`config.mk`:
```
export PLATFORM = sky130hd
export DESIGN_NAME = mac_accumulator_flat
export DESIGN_NICKNAME = d
export VERILOG_FILES = /design/src/rtl/mac_accumulator_if.sv /design/src/rtl/mac_accumulator.sv /design/src/flat_wrapper.sv
export SDC_FILE = /design/constraint.sdc
export NUM_CORES = 1
export LEC_CHECK = 0
export CAP_MARGIN = 0
export CORE_ASPECT_RATIO = 0.6
export CORE_UTILIZATION = 45
export CTS_CLUSTER_SIZE = 14
export DETAILED_ROUTE_END_ITERATION = 10
export PLACE_DENSITY = 0.71
export SLEW_MARGIN = 20
export SYNTH_ARGS = -nofsm -noshare
export SYNTH_HDL_FRONTEND = slang
export SYNTH_SLANG_ARGS = --single-unit
```
`constraint.sdc`:
```
create_clock -name clk -period 3.28 [get_ports clk]
set_input_delay 0.82 -clock clk [delete_from_list [all_inputs] [get_ports clk]]
set_output_delay 0.82 -clock clk [all_outputs]
set_load 0.03 [all_outputs]
```
`src/rtl/mac_accumulator_if.sv`:
```
// Handshake and result bundle between the multiplier-side producer, the
// accumulate stage and its result consumer.
interface mac_accumulator_if #(
  parameter int WIDTH = 31,
  parameter int CNT_W = 8
);
  logic [WIDTH:0]   prod_i;
  logic [1:0]       op_i;
  logic             in_valid;
  logic             in_ready;
  logic [WIDTH:0]   acc_o;
  logic             ovf_o;
  logic             zero_o;
  logic             neg_o;
  logic [CNT_W-1:0] cnt_o;
  logic             out_valid;
  logic             out_ready;

  modport master (
    output prod_i, op_i, in_valid, out_ready,
    input  in_ready, acc_o, ovf_o, zero_o, neg_o, cnt_o, out_valid
  );

  modport slave (
    input  prod_i, op_i, in_valid, out_ready,
    output in_ready, acc_o, ovf_o, zero_o, neg_o, cnt_o, out_valid
  );
endinterface

```
`src/rtl/mac_accumulator.sv`:
```
// Signed load/add/sub/clear accumulator behind the multiplier, one-deep result
// register on a valid/ready handshake. Define MAC_SATURATE_EN to clamp on overflow.
//
// state   | meaning
// S_EMPTY | no result pending, out_valid=0
// S_FULL  | result held on outputs, out_valid=1
module mac_accumulator #(
  parameter int WIDTH = 31,
  parameter int CNT_W = 8
) (
  input  logic              clk,
  input  logic              rst,
  mac_accumulator_if.slave  bus
);

  typedef enum logic {S_EMPTY, S_FULL} state_t;

  localparam logic [1:0] OP_LOAD  = 2'b00;
  localparam logic [1:0] OP_ADD   = 2'b01;
  localparam logic [1:0] OP_SUB   = 2'b10;
  localparam logic [1:0] OP_CLEAR = 2'b11;

  localparam logic [WIDTH:0]   ACC_MAX = {1'b0, {WIDTH{1'b1}}};
  localparam logic [WIDTH:0]   ACC_MIN = {1'b1, {WIDTH{1'b0}}};
  localparam logic [CNT_W-1:0] CNT_MAX = {CNT_W{1'b1}};

  state_t           state_q, state_d;
  logic [WIDTH:0]   acc_q, acc_d;
  logic             ovf_q, ovf_d;
  logic [CNT_W-1:0] cnt_q, cnt_d;

  logic             in_ready;
  logic             accept;
  logic [WIDTH:0]   sum;
  logic [WIDTH:0]   diff;
  logic             ovf_add;
  logic             ovf_sub;

  assign in_ready = !rst && (state_q == S_EMPTY || bus.out_ready);
  assign accept   = bus.in_valid && in_ready;

  assign sum     = acc_q + bus.prod_i;
  assign diff    = acc_q - bus.prod_i;
  assign ovf_add = (acc_q[WIDTH] == bus.prod_i[WIDTH]) && (sum[WIDTH] != acc_q[WIDTH]);
  assign ovf_sub = (acc_q[WIDTH] != bus.prod_i[WIDTH]) && (diff[WIDTH] != acc_q[WIDTH]);

  always_comb begin
    state_d = state_q;
    acc_d   = acc_q;
    ovf_d   = ovf_q;
    cnt_d   = cnt_q;

    if (accept) begin
      state_d = S_FULL;
      case (bus.op_i)
        OP_LOAD: begin
          acc_d = bus.prod_i;
          ovf_d = 1'b0;
          cnt_d = '0;
        end
        OP_ADD, OP_SUB: begin
          // Either overflow direction follows the accumulator's sign.
`ifdef MAC_SATURATE_EN
          if ((bus.op_i == OP_ADD) ? ovf_add : ovf_sub)
            acc_d = acc_q[WIDTH] ? ACC_MIN : ACC_MAX;
          else
            acc_d = (bus.op_i == OP_ADD) ? sum : diff;
`else
          acc_d = (bus.op_i == OP_ADD) ? sum : diff;
`endif
          ovf_d = ovf_q | ((bus.op_i == OP_ADD) ? ovf_add : ovf_sub);
          cnt_d = (cnt_q == CNT_MAX) ? cnt_q : cnt_q + CNT_W'(1);
        end
        OP_CLEAR: begin
          acc_d = '0;
          ovf_d = 1'b0;
          cnt_d = '0;
        end
        default: ;
      endcase
    end else if (state_q == S_FULL && bus.out_ready) begin
      state_d = S_EMPTY;
    end
  end

  always_ff @(posedge clk) begin
    if (rst) begin
      state_q <= S_EMPTY;
      acc_q   <= '0;
      ovf_q   <= 1'b0;
      cnt_q   <= '0;
    end else begin
      state_q <= state_d;
      acc_q   <= acc_d;
      ovf_q   <= ovf_d;
      cnt_q   <= cnt_d;
    end
  end

  assign bus.in_ready  = in_ready;
  assign bus.acc_o     = acc_q;
  assign bus.ovf_o     = ovf_q;
  assign bus.zero_o    = (acc_q == '0);
  assign bus.neg_o     = acc_q[WIDTH];
  assign bus.cnt_o     = cnt_q;
  assign bus.out_valid = (state_q == S_FULL);

endmodule

```
`src/flat_wrapper.sv`:
```
// flat-port wrapper written by rule: the top's interface ports become plain ports
module mac_accumulator_flat 
#(
  parameter int WIDTH = 31,
  parameter int CNT_W = 8
)
  (clk, rst, bus_prod_i, bus_op_i, bus_in_valid, bus_out_ready, bus_in_ready, bus_acc_o, bus_ovf_o, bus_zero_o, bus_neg_o, bus_cnt_o, bus_out_valid);
  mac_accumulator_if #(.WIDTH(WIDTH), .CNT_W(CNT_W)) bus_i ();
  input  logic clk;
  input  logic rst;
  input wire logic [$bits(bus_i.prod_i)-1:0] bus_prod_i;
  input wire logic [$bits(bus_i.op_i)-1:0] bus_op_i;
  input wire logic [$bits(bus_i.in_valid)-1:0] bus_in_valid;
  input wire logic [$bits(bus_i.out_ready)-1:0] bus_out_ready;
  output wire logic [$bits(bus_i.in_ready)-1:0] bus_in_ready;
  output wire logic [$bits(bus_i.acc_o)-1:0] bus_acc_o;
  output wire logic [$bits(bus_i.ovf_o)-1:0] bus_ovf_o;
  output wire logic [$bits(bus_i.zero_o)-1:0] bus_zero_o;
  output wire logic [$bits(bus_i.neg_o)-1:0] bus_neg_o;
  output wire logic [$bits(bus_i.cnt_o)-1:0] bus_cnt_o;
  output wire logic [$bits(bus_i.out_valid)-1:0] bus_out_valid;
  assign bus_i.prod_i = bus_prod_i;
  assign bus_i.op_i = bus_op_i;
  assign bus_i.in_valid = bus_in_valid;
  assign bus_i.out_ready = bus_out_ready;
  assign bus_in_ready = bus_i.in_ready;
  assign bus_acc_o = bus_i.acc_o;
  assign bus_ovf_o = bus_i.ovf_o;
  assign bus_zero_o = bus_i.zero_o;
  assign bus_neg_o = bus_i.neg_o;
  assign bus_cnt_o = bus_i.cnt_o;
  assign bus_out_valid = bus_i.out_valid;
  mac_accumulator #(.WIDTH(WIDTH), .CNT_W(CNT_W)) u_core (.clk(clk), .rst(rst), .bus(bus_i));
endmodule
```
==> results_dict.tcl, run 1 <==
set metrics [dict create \
    drt_wl_total_mm 20.6 \
    power_leakage_nw 3.58 \
    fin_crit_sh_pct 98.9 \
    synthMuxAreaShare_pct 0.925 \
    fp.dieH_um 88.0 \
    maxSlewViolCount 0 \
    timing.rr.start "u_core.bus.acc_o[10]" \
    netlist.area_leader.share_pct 15.2 \
    reg2reg_to "u_core.bus.acc_o[20]" \
    worstPathRequired_ps 3460 \
    synth_compound_area_share_pct 31.9 \
    final_nets 1060 \
    clkLatencyLatePin_ps 310 \
    end_kind "flop" \
    numCtsBuffers 5 \
    r2r_cells 10 \
    grt_antenna_before_repair 0 \
    synth_area_leader_cell "dfxtp_1" \
    grt_pass1_vias 6176 \
    vias 6630 \
    die_area_um2 12800 \
    grt_max_degree 37 \
    critPathMaxFanout 4 \
    synthesis.area_um2 5550 \
    status "completed" \
    synthArstFlopShare_pct 0 \
    finalClockSkew_ps 9.98 \
    syn_area_per_cell_um2 7.47 \
    worstHoldPathType "flop to flop" \
    ant_nets 0 \
    finish.utilization_pct 69.7 \
    hpwl_mm 15.2 \
    synthTopCellsByCount "79 x a21oi_1, 65 x ha_1, 63 x inv_1, 60 x nor2_1, 42 x dfxtp_1" \
    synth_edf_count 0 \
    synth.distinct_cells 81 \
    firstDrtPassIters 5 \
    cts_root_buf "clkbuf_16" \
    max-slew-margin-rel_pct 59.0 \
    syn2layout_area_growth_pct 46.2 \
    hold_ws_ps 521 \
    drv_cap 0 \
    synth_cells 743 \
    regToRegSetupSlack_ps 220 \
    cts_max_level 2 \
    grt_overflow 0 \
    synth_area_leaders "dfxtp_1 15%, ha_1 15%, a21oi_1 7.1%" \
    finalInstanceArea_um2 8110 \
    core_area_um2 11600 \
    hold_end "u_core.bus.cnt_o[1]" \
    fin_crit_ps 3240 \
    p_per_area_nw_per_um2 351 \
    hold_path_depth 2 \
    yosysWarnings 0 \
    vias_per_cell 5.94 \
    synth_seq_area_share_pct 15.2 \
    synth_top_family_by_area "compound AO/OA/AOI/OAI gates" \
    synthFlopType "dfxtp_1" \
    portBuffers 82 \
    synth-simple-area-share_pct 19.7 \
    synth_most_common_cell "a21oi_1" \
    ios 83 \
    irDropWorstVdd_v 0.000224 \
    cts_buffer_depth 2 \
    dpl_worst_slack_ps -729 \
    holdCritStartpoint "u_core.bus.cnt_o[1]" \
    cts.sinks 42 \
    num_antenna_cells 0 \
    setup_viol 0 \
    clk_pin_slew_ps 80 \
    grt_usage_pct 31.7 \
    setup_ws_ps 35.1 \
    cts_tree "built" \
    gp_congestion 0.939 \
    rows 30 \
    first_iter_violations 665 \
    hold_viol 0 \
    stdcell_count 1116 \
    cp-start-kind "primary input" \
    fmax_ghz 0.308 \
    finalPower_mw 2.85 \
    synth-seq-cells 42 \
    worst_slew_pin_slew_ps 613 \
    setup-tns-final_ps 0 \
    crit_type "primary input to flop" \
    synthAdderAreaFrac_pct 15.4 \
    die_w_um 145 \
    start_util_pct 47.7 \
    worst_ep_arrival_time_ps 3430 \
    dpl.cell_count 1091 \
    drc_errors 0 \
    dpl_cell_area_um2 7340 \
    drive_gt1_share_pct 28.9 \
    grt_pass1_wl_mm 32.2 \
    synth_xor_xnor_area_share_pct 5.53 \
    wl_per_cell_um 18.5 \
    synth.net_count 848 \
]
routing by layer:
metal  global-route usage [%]  vias to the layer above  part of all wire, %
met3                     3.96                       34                  9.2
met5                        0                        -                    0
met2                     49.2                      353                   42
met1                     46.6                     3115                   47
li1                         -                     3128                    -
met4                     6.70                        0                  1.4
worst max-delay path by stage:
stage	startpoint	endpoint	slack, ps	cells past startpoint
3_3_place_gp	bus_prod_i[0]	u_core.bus.acc_o[30]	-620	14
5_1_grt	bus_prod_i[16]	u_core.bus.ovf_o	-40	14
3_5_place_dp	bus_prod_i[0]	u_core.bus.acc_o[30]	-730	14
6_report	bus_prod_i[14]	u_core.bus.acc_o[22]	40	14
2_1_floorplan	bus_prod_i[0]	u_core.bus.acc_o[24]	90	13
4_1_cts	bus_prod_i[2]	u_core.bus.acc_o[8]	-30	19
final cells by class:
| class | instances | area [um2] |
|---|---|---|
| Clock buffer | 5 | 125 |
| Clock inverter | 3 | 28.8 |
| Fill cell | 940 | 3530 |
| Inverter | 66 | 248 |
| Multi-Input combinational cell | 587 | 4550 |
| Sequential cell | 42 | 841 |
| Tap cell | 160 | 200 |
| Timing Repair Buffer | 253 | 2110 |
flip-flops by register name, summed over array words and instances, names as in the netlist:
register              cells
u_core.bus.ovf_o          1
u_core.bus.out_valid      1
u_core.bus.cnt_o          8
u_core.bus.acc_o         32
timing repair:
action	CTS	global route
endpoints found under the setup margin	21	22
hold buffers	0	0
buffers inserted	12	6
pin swaps	22	36
gates resized for setup	55	54
hold endpoints to repair	0	0
where the power goes:
| group | total, mW | leakage, nW | switching, mW | internal, mW |
|---|---|---|---|---|
| logic | 1.64 | 3.16 | 0.871 | 0.772 |
| registers | 0.632 | 0.344 | 0.0797 | 0.552 |
| clock network | 0.574 | 0.0763 | 0.281 | 0.294 |
logic make-up (layout without fill, tap and decap cells):
kind of cell | after synthesis | in the layout
compound gates | 274 | 274
simple gates | 206 | 206
buf+inv | 114 | 327
fa+ha+maj | 67 | 67
flops | 42 | 42
xor+xnor | 35 | 35
mux | 5 | 5
critical path, stage by stage:
cell             delay (ps)
clkdlybuf4s50_1         570
inv_1                    70
ha_1                    340
buf_4                   160
a21oi_1                  70
o22ai_1                 200
o22a_1                  210
o31ai_4                 110
buf_4                   160
a211oi_1                240
o21ai_1                  90
o21ai_1                 180
xnor2_1                 140
o21ai_1                  70
layout by cell type (no fill, tap or decap), types with 6 or more instances in the layout:
| cell type | netlist | final |
|---|---|---|
| xnor2_1 | 28 | 28 |
| inv_2 | 3 | 9 |
| o21ai_1 | 33 | 29 |
| inv_1 | 63 | 57 |
| nand3_1 | 11 | 10 |
| xor2_1 | 7 | 7 |
| dlygate4sd2_1 | 0 | 6 |
| nand4_1 | 8 | 8 |
| nor3_1 | 10 | 10 |
| nand2_1 | 33 | 32 |
| a21oi_1 | 79 | 67 |
| o21ai_2 | 0 | 6 |
| nor2_1 | 60 | 56 |
| ha_4 | 0 | 13 |
| nor4_1 | 13 | 10 |
| ha_1 | 65 | 46 |
| a21oi_2 | 3 | 14 |
| o21bai_1 | 12 | 11 |
| a21o_1 | 13 | 13 |
| buf_4 | 4 | 169 |
| o21ai_0 | 28 | 26 |
| dfxtp_1 | 42 | 42 |
| a31oi_1 | 30 | 27 |
| o21a_1 | 9 | 9 |
| nor3b_1 | 28 | 26 |
| nand2b_1 | 12 | 12 |
| clkdlybuf4s50_1 | 0 | 69 |
| ha_2 | 0 | 6 |
No activity file was read; power rests on OpenSTA's default activity.
==> run 2, diff against run 1 <==
--- a/config.mk
+++ b/config.mk
@@ -10,7 +10,7 @@
 export CORE_UTILIZATION = 45
 export CTS_CLUSTER_SIZE = 14
 export DETAILED_ROUTE_END_ITERATION = 10
-export PLACE_DENSITY = 0.71
+export PLACE_DENSITY = 0.68
 export SLEW_MARGIN = 20
 export SYNTH_ARGS = -nofsm -noshare
 export SYNTH_HDL_FRONTEND = slang
==> constraint.sdc (replaced) <==
create_clock -name clk -period 3.6 [get_ports clk]
set_input_delay 1.08 -clock clk [delete_from_list [all_inputs] [get_ports clk]]
set_output_delay 1.08 -clock clk [all_outputs]
set_load 0.03 [all_outputs]
==> run 2 against run 1 <==
  * Sequential share of layout area is essentially flat
  * Via count grew 0.50%
  * Setup slack gained 25 ps
  * Non-clock buffer count grew 13
  * Global-route usage grew 1.1 points
  * Flip-flop and latch count is the same
  * Sequential power shrank 9.0%
  * Largest cell class unchanged
  * Utilization grew 0.32 points
  * Wire length grew 3.6%
  * Cell area grew 0.46%
==> results_dict.tcl, run 2 (synthesis gave the netlist of run 1 again) <==
set metrics [dict create \
    status "completed" \
    vias 6663 \
    die_w_um 145 \
    largest_reg_flops 32 \
    gp_congestion 0.970 \
    vias_per_cell 5.90 \
    clk_pin_slew_ps 70 \
    firstDrtPassIters 5 \
    die_area_um2 12800 \
    dpl.cell_count 1098 \
    drt_wl_total_mm 21.3 \
    first_iter_violations 635 \
    clkLatencyLatePin_ps 310 \
    maxSlewViolCount 0 \
    r2r_cells 14 \
    setup_ws_ps 60.3 \
    p_per_area_nw_per_um2 319 \
    irDropWorstVdd_v 0.000210 \
    worst_slew_pin_slew_ps 564 \
    final_nets 1073 \
    cts_buffer_depth 2 \
    cts_tree "built" \
    grtUsageMet2_pct 49.8 \
    timing.rr.start "u_core.bus.acc_o[0]" \
    setup_viol 0 \
    grt_overflow 0 \
    grt_pass1_vias 6232 \
    drc_errors 0 \
    drive_gt1_share_pct 28.7 \
    hold_viol 0 \
    setup-tns-final_ps 0 \
    fill_cells 978 \
    end_kind "flop" \
    hpwl_mm 15.7 \
    start_util_pct 47.7 \
    drv_cap 0 \
    top_usage_layer "met2" \
    hold_path_depth 2 \
    finish.utilization_pct 70.0 \
    critPathMaxFanout 2 \
    hold_end "u_core.bus.cnt_o[5]" \
    ant_nets 0 \
    multi_input_area_um2 4480 \
    crit_start "bus_prod_i[2]" \
    critPathSlowestCell "xnor2_1" \
    worstPathRequired_ps 3840 \
    max-slew-margin-rel_pct 62.4 \
    met1_usage_pct 48.4 \
    cts_root_buf "clkbuf_16" \
    crit_top_cell "buf_4" \
    finalClockSkew_ps 10.8 \
    cts-hold-fix-buffers 0 \
    fin_crit_sh_pct 98.3 \
    wl_per_cell_um 18.9 \
    fp.dieH_um 88.0 \
    cts.sinks 42 \
    worst_ep_arrival_time_ps 3780 \
    dpl_worst_slack_ps -674 \
    power_leakage_nw 3.64 \
    grt_pass1_wl_mm 33.0 \
    finalPower_mw 2.60 \
    fin_crit_ps 3540 \
    syn2layout_area_growth_pct 46.8 \
    worstHoldPathType "flop to flop" \
    dpl_cell_area_um2 7400 \
    layout_commonest_cell "buf_4" \
    fmax_ghz 0.283 \
    grt_usage_pct 32.8 \
    regToRegSetupSlack_ps 570 \
    reg2reg_to "u_core.bus.acc_o[24]" \
    use_met3_pct 5.57 \
    hold_ws_ps 518 \
    mostFrequentLayoutCells "181 x buf_4, 72 x clkdlybuf4s50_1, 68 x a21oi_1" \
    ios 83 \
    numCtsBuffers 5 \
    slowest_delay_ps 210 \
    num_antenna_cells 0 \
    finalInstanceArea_um2 8140 \
    seq_area_um2 841 \
    cts_max_level 2 \
    portBuffers 82 \
    rows 30 \
    core_area_um2 11600 \
    stdcell_count 1129 \
    grt_antenna_before_repair 0 \
    crit_path_cell_trace "clkdlybuf4s15_1, buf_4, ha_2, buf_4, o21bai_4, buf_4, buf_4, buf_4, buf_4, buf_4, buf_4, buf_4, buf_4, buf_4, buf_4, a21oi_2, a21oi_2, xnor2_1, a22oi_1, o21ai_1" \
    holdCritStartpoint "u_core.bus.cnt_o[5]" \
    crit_type "primary input to flop" \
    grt_max_degree 37 \
    cp-start-kind "primary input" \
]
run 2: report_power, final:
group / switching [mW] / internal [mW] / total (mW)
combinational: 0.801 / 0.712 / 1.51
clock: 0.248 / 0.261 / 0.509
sequential: 0.0721 / 0.503 / 0.575
total: 1.12 / 1.48 / 2.60
run 2: area by class of cell:
| type | count | area share [%] |
|---|---|---|
| Sequential cell | 42 | 10.3 |
| Timing Repair Buffer | 266 | 27.3 |
| Inverter | 66 | 3.04 |
| Clock buffer | 5 | 1.54 |
| Tap cell | 160 | 2.46 |
| Multi-Input combinational cell | 587 | 55.0 |
| Clock inverter | 3 | 0.292 |
run 2: how the worst max path moves through the flow:
| stage | endpoint | cells after the start |
|---|---|---|
| 6_report | u_core.bus.acc_o[4] | 20 |
| 3_5_place_dp | u_core.bus.acc_o[30] | 15 |
| 2_1_floorplan | u_core.bus.acc_o[24] | 13 |
| 5_1_grt | u_core.bus.acc_o[4] | 20 |
| 4_1_cts | u_core.bus.acc_o[27] | 15 |
| 3_3_place_gp | u_core.bus.acc_o[30] | 15 |
run 2: what timing repair did:
| action | CTS | global route |
|---|---|---|
| setup endpoints to repair | 17 | 23 |
| gates cloned | 0 | 0 |
| gates resized for setup | 32 | 59 |
| pin swaps | 16 | 30 |
| setup buffers | 19 | 4 |
run 2: metal layers:
| layer | vias up | share of wire, % |
|---|---|---|
| li1 | 3142 | - |
| met1 | 3151 | 49 |
| met2 | 340 | 41 |
| met3 | 30 | 8.5 |
| met4 | 0 | 1.2 |
| met5 | - | 0 |
run 2: critical path: cells and delay by family:
family | cells | cell delay, ps
buffers and inverters | 13 | 1680
AO/OA/AOI/OAI | 5 | 620
XOR/XNOR | 1 | 210
adder cells (fa/ha/maj) | 1 | 170
==> run 3, diff against run 2 <==
--- a/config.mk
+++ b/config.mk
@@ -11,6 +11,7 @@
 export CTS_CLUSTER_SIZE = 14
 export DETAILED_ROUTE_END_ITERATION = 10
 export PLACE_DENSITY = 0.68
+export SKIP_LAST_GASP = 1
 export SLEW_MARGIN = 20
 export SYNTH_ARGS = -nofsm -noshare
 export SYNTH_HDL_FRONTEND = slang
==> run 3 against run 2 <==
  * Clock-buffer cell count stayed put
  * Clock power about the same
  * Power up 0.16%
  * First-iteration DRC count grew 17%
  * Setup slack improved by 7.0 ps
  * Critical path type unchanged
  * Final cell count is essentially flat
  * Flip-flop and latch count unchanged
  * Sequential power about the same
  * Cell area increased by 0.25%
  * Global-route usage hardly changed
  * Combinational power about the same
  * Highest routed layer unchanged
  * Register-to-register slack about the same
  * Largest power group unchanged
==> results_dict.tcl, run 3 (synthesis gave the netlist of run 1 again) <==
set metrics [dict create \
    slowest_delay_ps 190 \
    multi_input_area_um2 4510 \
    cts_root_buf "clkbuf_16" \
    maxSlewViolCount 0 \
    cp-start-kind "primary input" \
    seq_area_um2 841 \
    p_per_area_nw_per_um2 319 \
    numCtsBuffers 5 \
    largest_reg_flops 32 \
    core_area_um2 11600 \
    firstDrtPassIters 5 \
    setup_viol 0 \
    clkLatencyLatePin_ps 310 \
    fin_crit_ps 3530 \
    hpwl_mm 15.7 \
    grt_pass1_vias 6246 \
    grt_antenna_before_repair 0 \
    grt_max_degree 37 \
    drive_gt1_share_pct 28.9 \
    finalInstanceArea_um2 8160 \
    die_w_um 145 \
    irDropWorstVdd_v 0.000208 \
    crit_type "primary input to flop" \
    fmax_ghz 0.283 \
    grt_overflow 0 \
    grt_pass1_wl_mm 33.0 \
    worst_slew_pin_slew_ps 551 \
    worstHoldPathType "flop to flop" \
    cts_tree "built" \
    crit_family "buffers and inverters" \
    fin_crit_sh_pct 98.1 \
    drv_cap 0 \
    cts_max_level 2 \
    finish.utilization_pct 70.2 \
    syn2layout_area_growth_pct 47.2 \
    portBuffers 82 \
    critPathSlowestCell "clkdlybuf4s15_1" \
    num_antenna_cells 0 \
    grt_usage_pct 32.8 \
    hold_viol 0 \
    fp.dieH_um 88.0 \
    vias 6633 \
    final_nets 1072 \
    end_kind "flop" \
    wl_per_cell_um 19.0 \
    crit_top_cell "buf_4" \
    start_util_pct 47.7 \
    ios 83 \
    finalClockSkew_ps 11.9 \
    cp_num_buf_inv 13 \
    fill_cells 972 \
    worst-path-stages 20 \
    layout_commonest_cell "buf_4" \
    finalPower_mw 2.60 \
    rows 30 \
    cts_buffer_depth 2 \
    ant_nets 0 \
    max-slew-margin-rel_pct 63.0 \
    status "completed" \
    hold_path_depth 2 \
    drt_wl_total_mm 21.4 \
    r2r_cells 14 \
    worst_ep_arrival_time_ps 3770 \
    cts.sinks 42 \
    power_leakage_nw 3.64 \
    mostFrequentLayoutCells "181 x buf_4, 72 x clkdlybuf4s50_1, 67 x a21oi_1" \
    clk_pin_slew_ps 70 \
    dpl_cell_area_um2 7400 \
    dpl.cell_count 1098 \
    drc_errors 0 \
    critPathMaxFanout 2 \
    worstPathRequired_ps 3840 \
    gp_congestion 0.970 \
    vias_per_cell 5.88 \
    setup-tns-final_ps 0 \
    stdcell_count 1128 \
    crit_path_cell_trace "clkdlybuf4s15_1, buf_4, ha_2, buf_4, o21bai_4, buf_4, buf_4, buf_4, buf_4, buf_4, buf_4, buf_4, buf_4, buf_4, buf_4, a21oi_2, a21oi_2, xnor2_1, a22oi_1, o21ai_1" \
    die_area_um2 12800 \
    first_iter_violations 740 \
]
## run 3: changes by cell type in the layout (fill, tap and decap cells not counted), sizes merged
cell           delta
buf               -1
clkdlybuf4s15     +2
dlygate4sd2       -2
## run 3: final timing paths
path	end	slack [ps]	from
min	u_core.bus.cnt_o[5]	520	u_core.bus.cnt_o[5]
max	u_core.bus.acc_o[4]	70	bus_prod_i[2]
max reg2reg	u_core.bus.acc_o[24]	580	u_core.bus.acc_o[0]
min reg2reg	u_core.bus.cnt_o[5]	520	u_core.bus.cnt_o[5]
## run 3: layout make-up
| class | count | share of cell area [%] |
|---|---|---|
| Multi-Input combinational cell | 587 | 55.2 |
| Clock buffer | 5 | 1.53 |
| Sequential cell | 42 | 10.3 |
| Inverter | 66 | 3.03 |
| Timing Repair Buffer | 265 | 27.1 |
| Clock inverter | 3 | 0.291 |
| Tap cell | 160 | 2.45 |
## run 3: layer usage
layer  vias to the layer above  routed length (um)  GRT usage [%]
met5                         -                   0              0
met4                         0                 228           6.51
met3                        28                1970           5.57
met2                       372                8740           50.1
met1                      3099               10500           48.3
li1                       3134                   -              -
## run 3: repair_timing
action	in CTS	in global routing
pin swaps	15	33
endpoints found under the setup margin	17	23
buffers inserted	19	3
hold buffers	0	0
resized for setup	31	64
## run 3: worst register-to-register path: cells and delay by family, from the launching register on
| family | cells | cell delay, ps |
|---|---|---|
| xor+xnor | 1 | 120 |
| simple gates | 1 | 120 |
| fa+ha+maj | 2 | 530 |
| buf+inv | 2 | 190 |
| flops | 1 | 370 |
| compound gates | 8 | 1580 |
## run 3: metrics by stage
step                      hold slack [ps]  setup WS (ps)
final                                 518           67.3
after global routing                  565          -22.4
after CTS                             514          -19.7
after detailed placement              501           -674
after global placement                490           -558
after floorplan                       620            152
## run 3: report_power, final
| group | internal (mW) | switching [mW] |
|---|---|---|
| clock | 0.261 | 0.245 |
| sequential | 0.503 | 0.0726 |
| combinational | 0.714 | 0.805 |
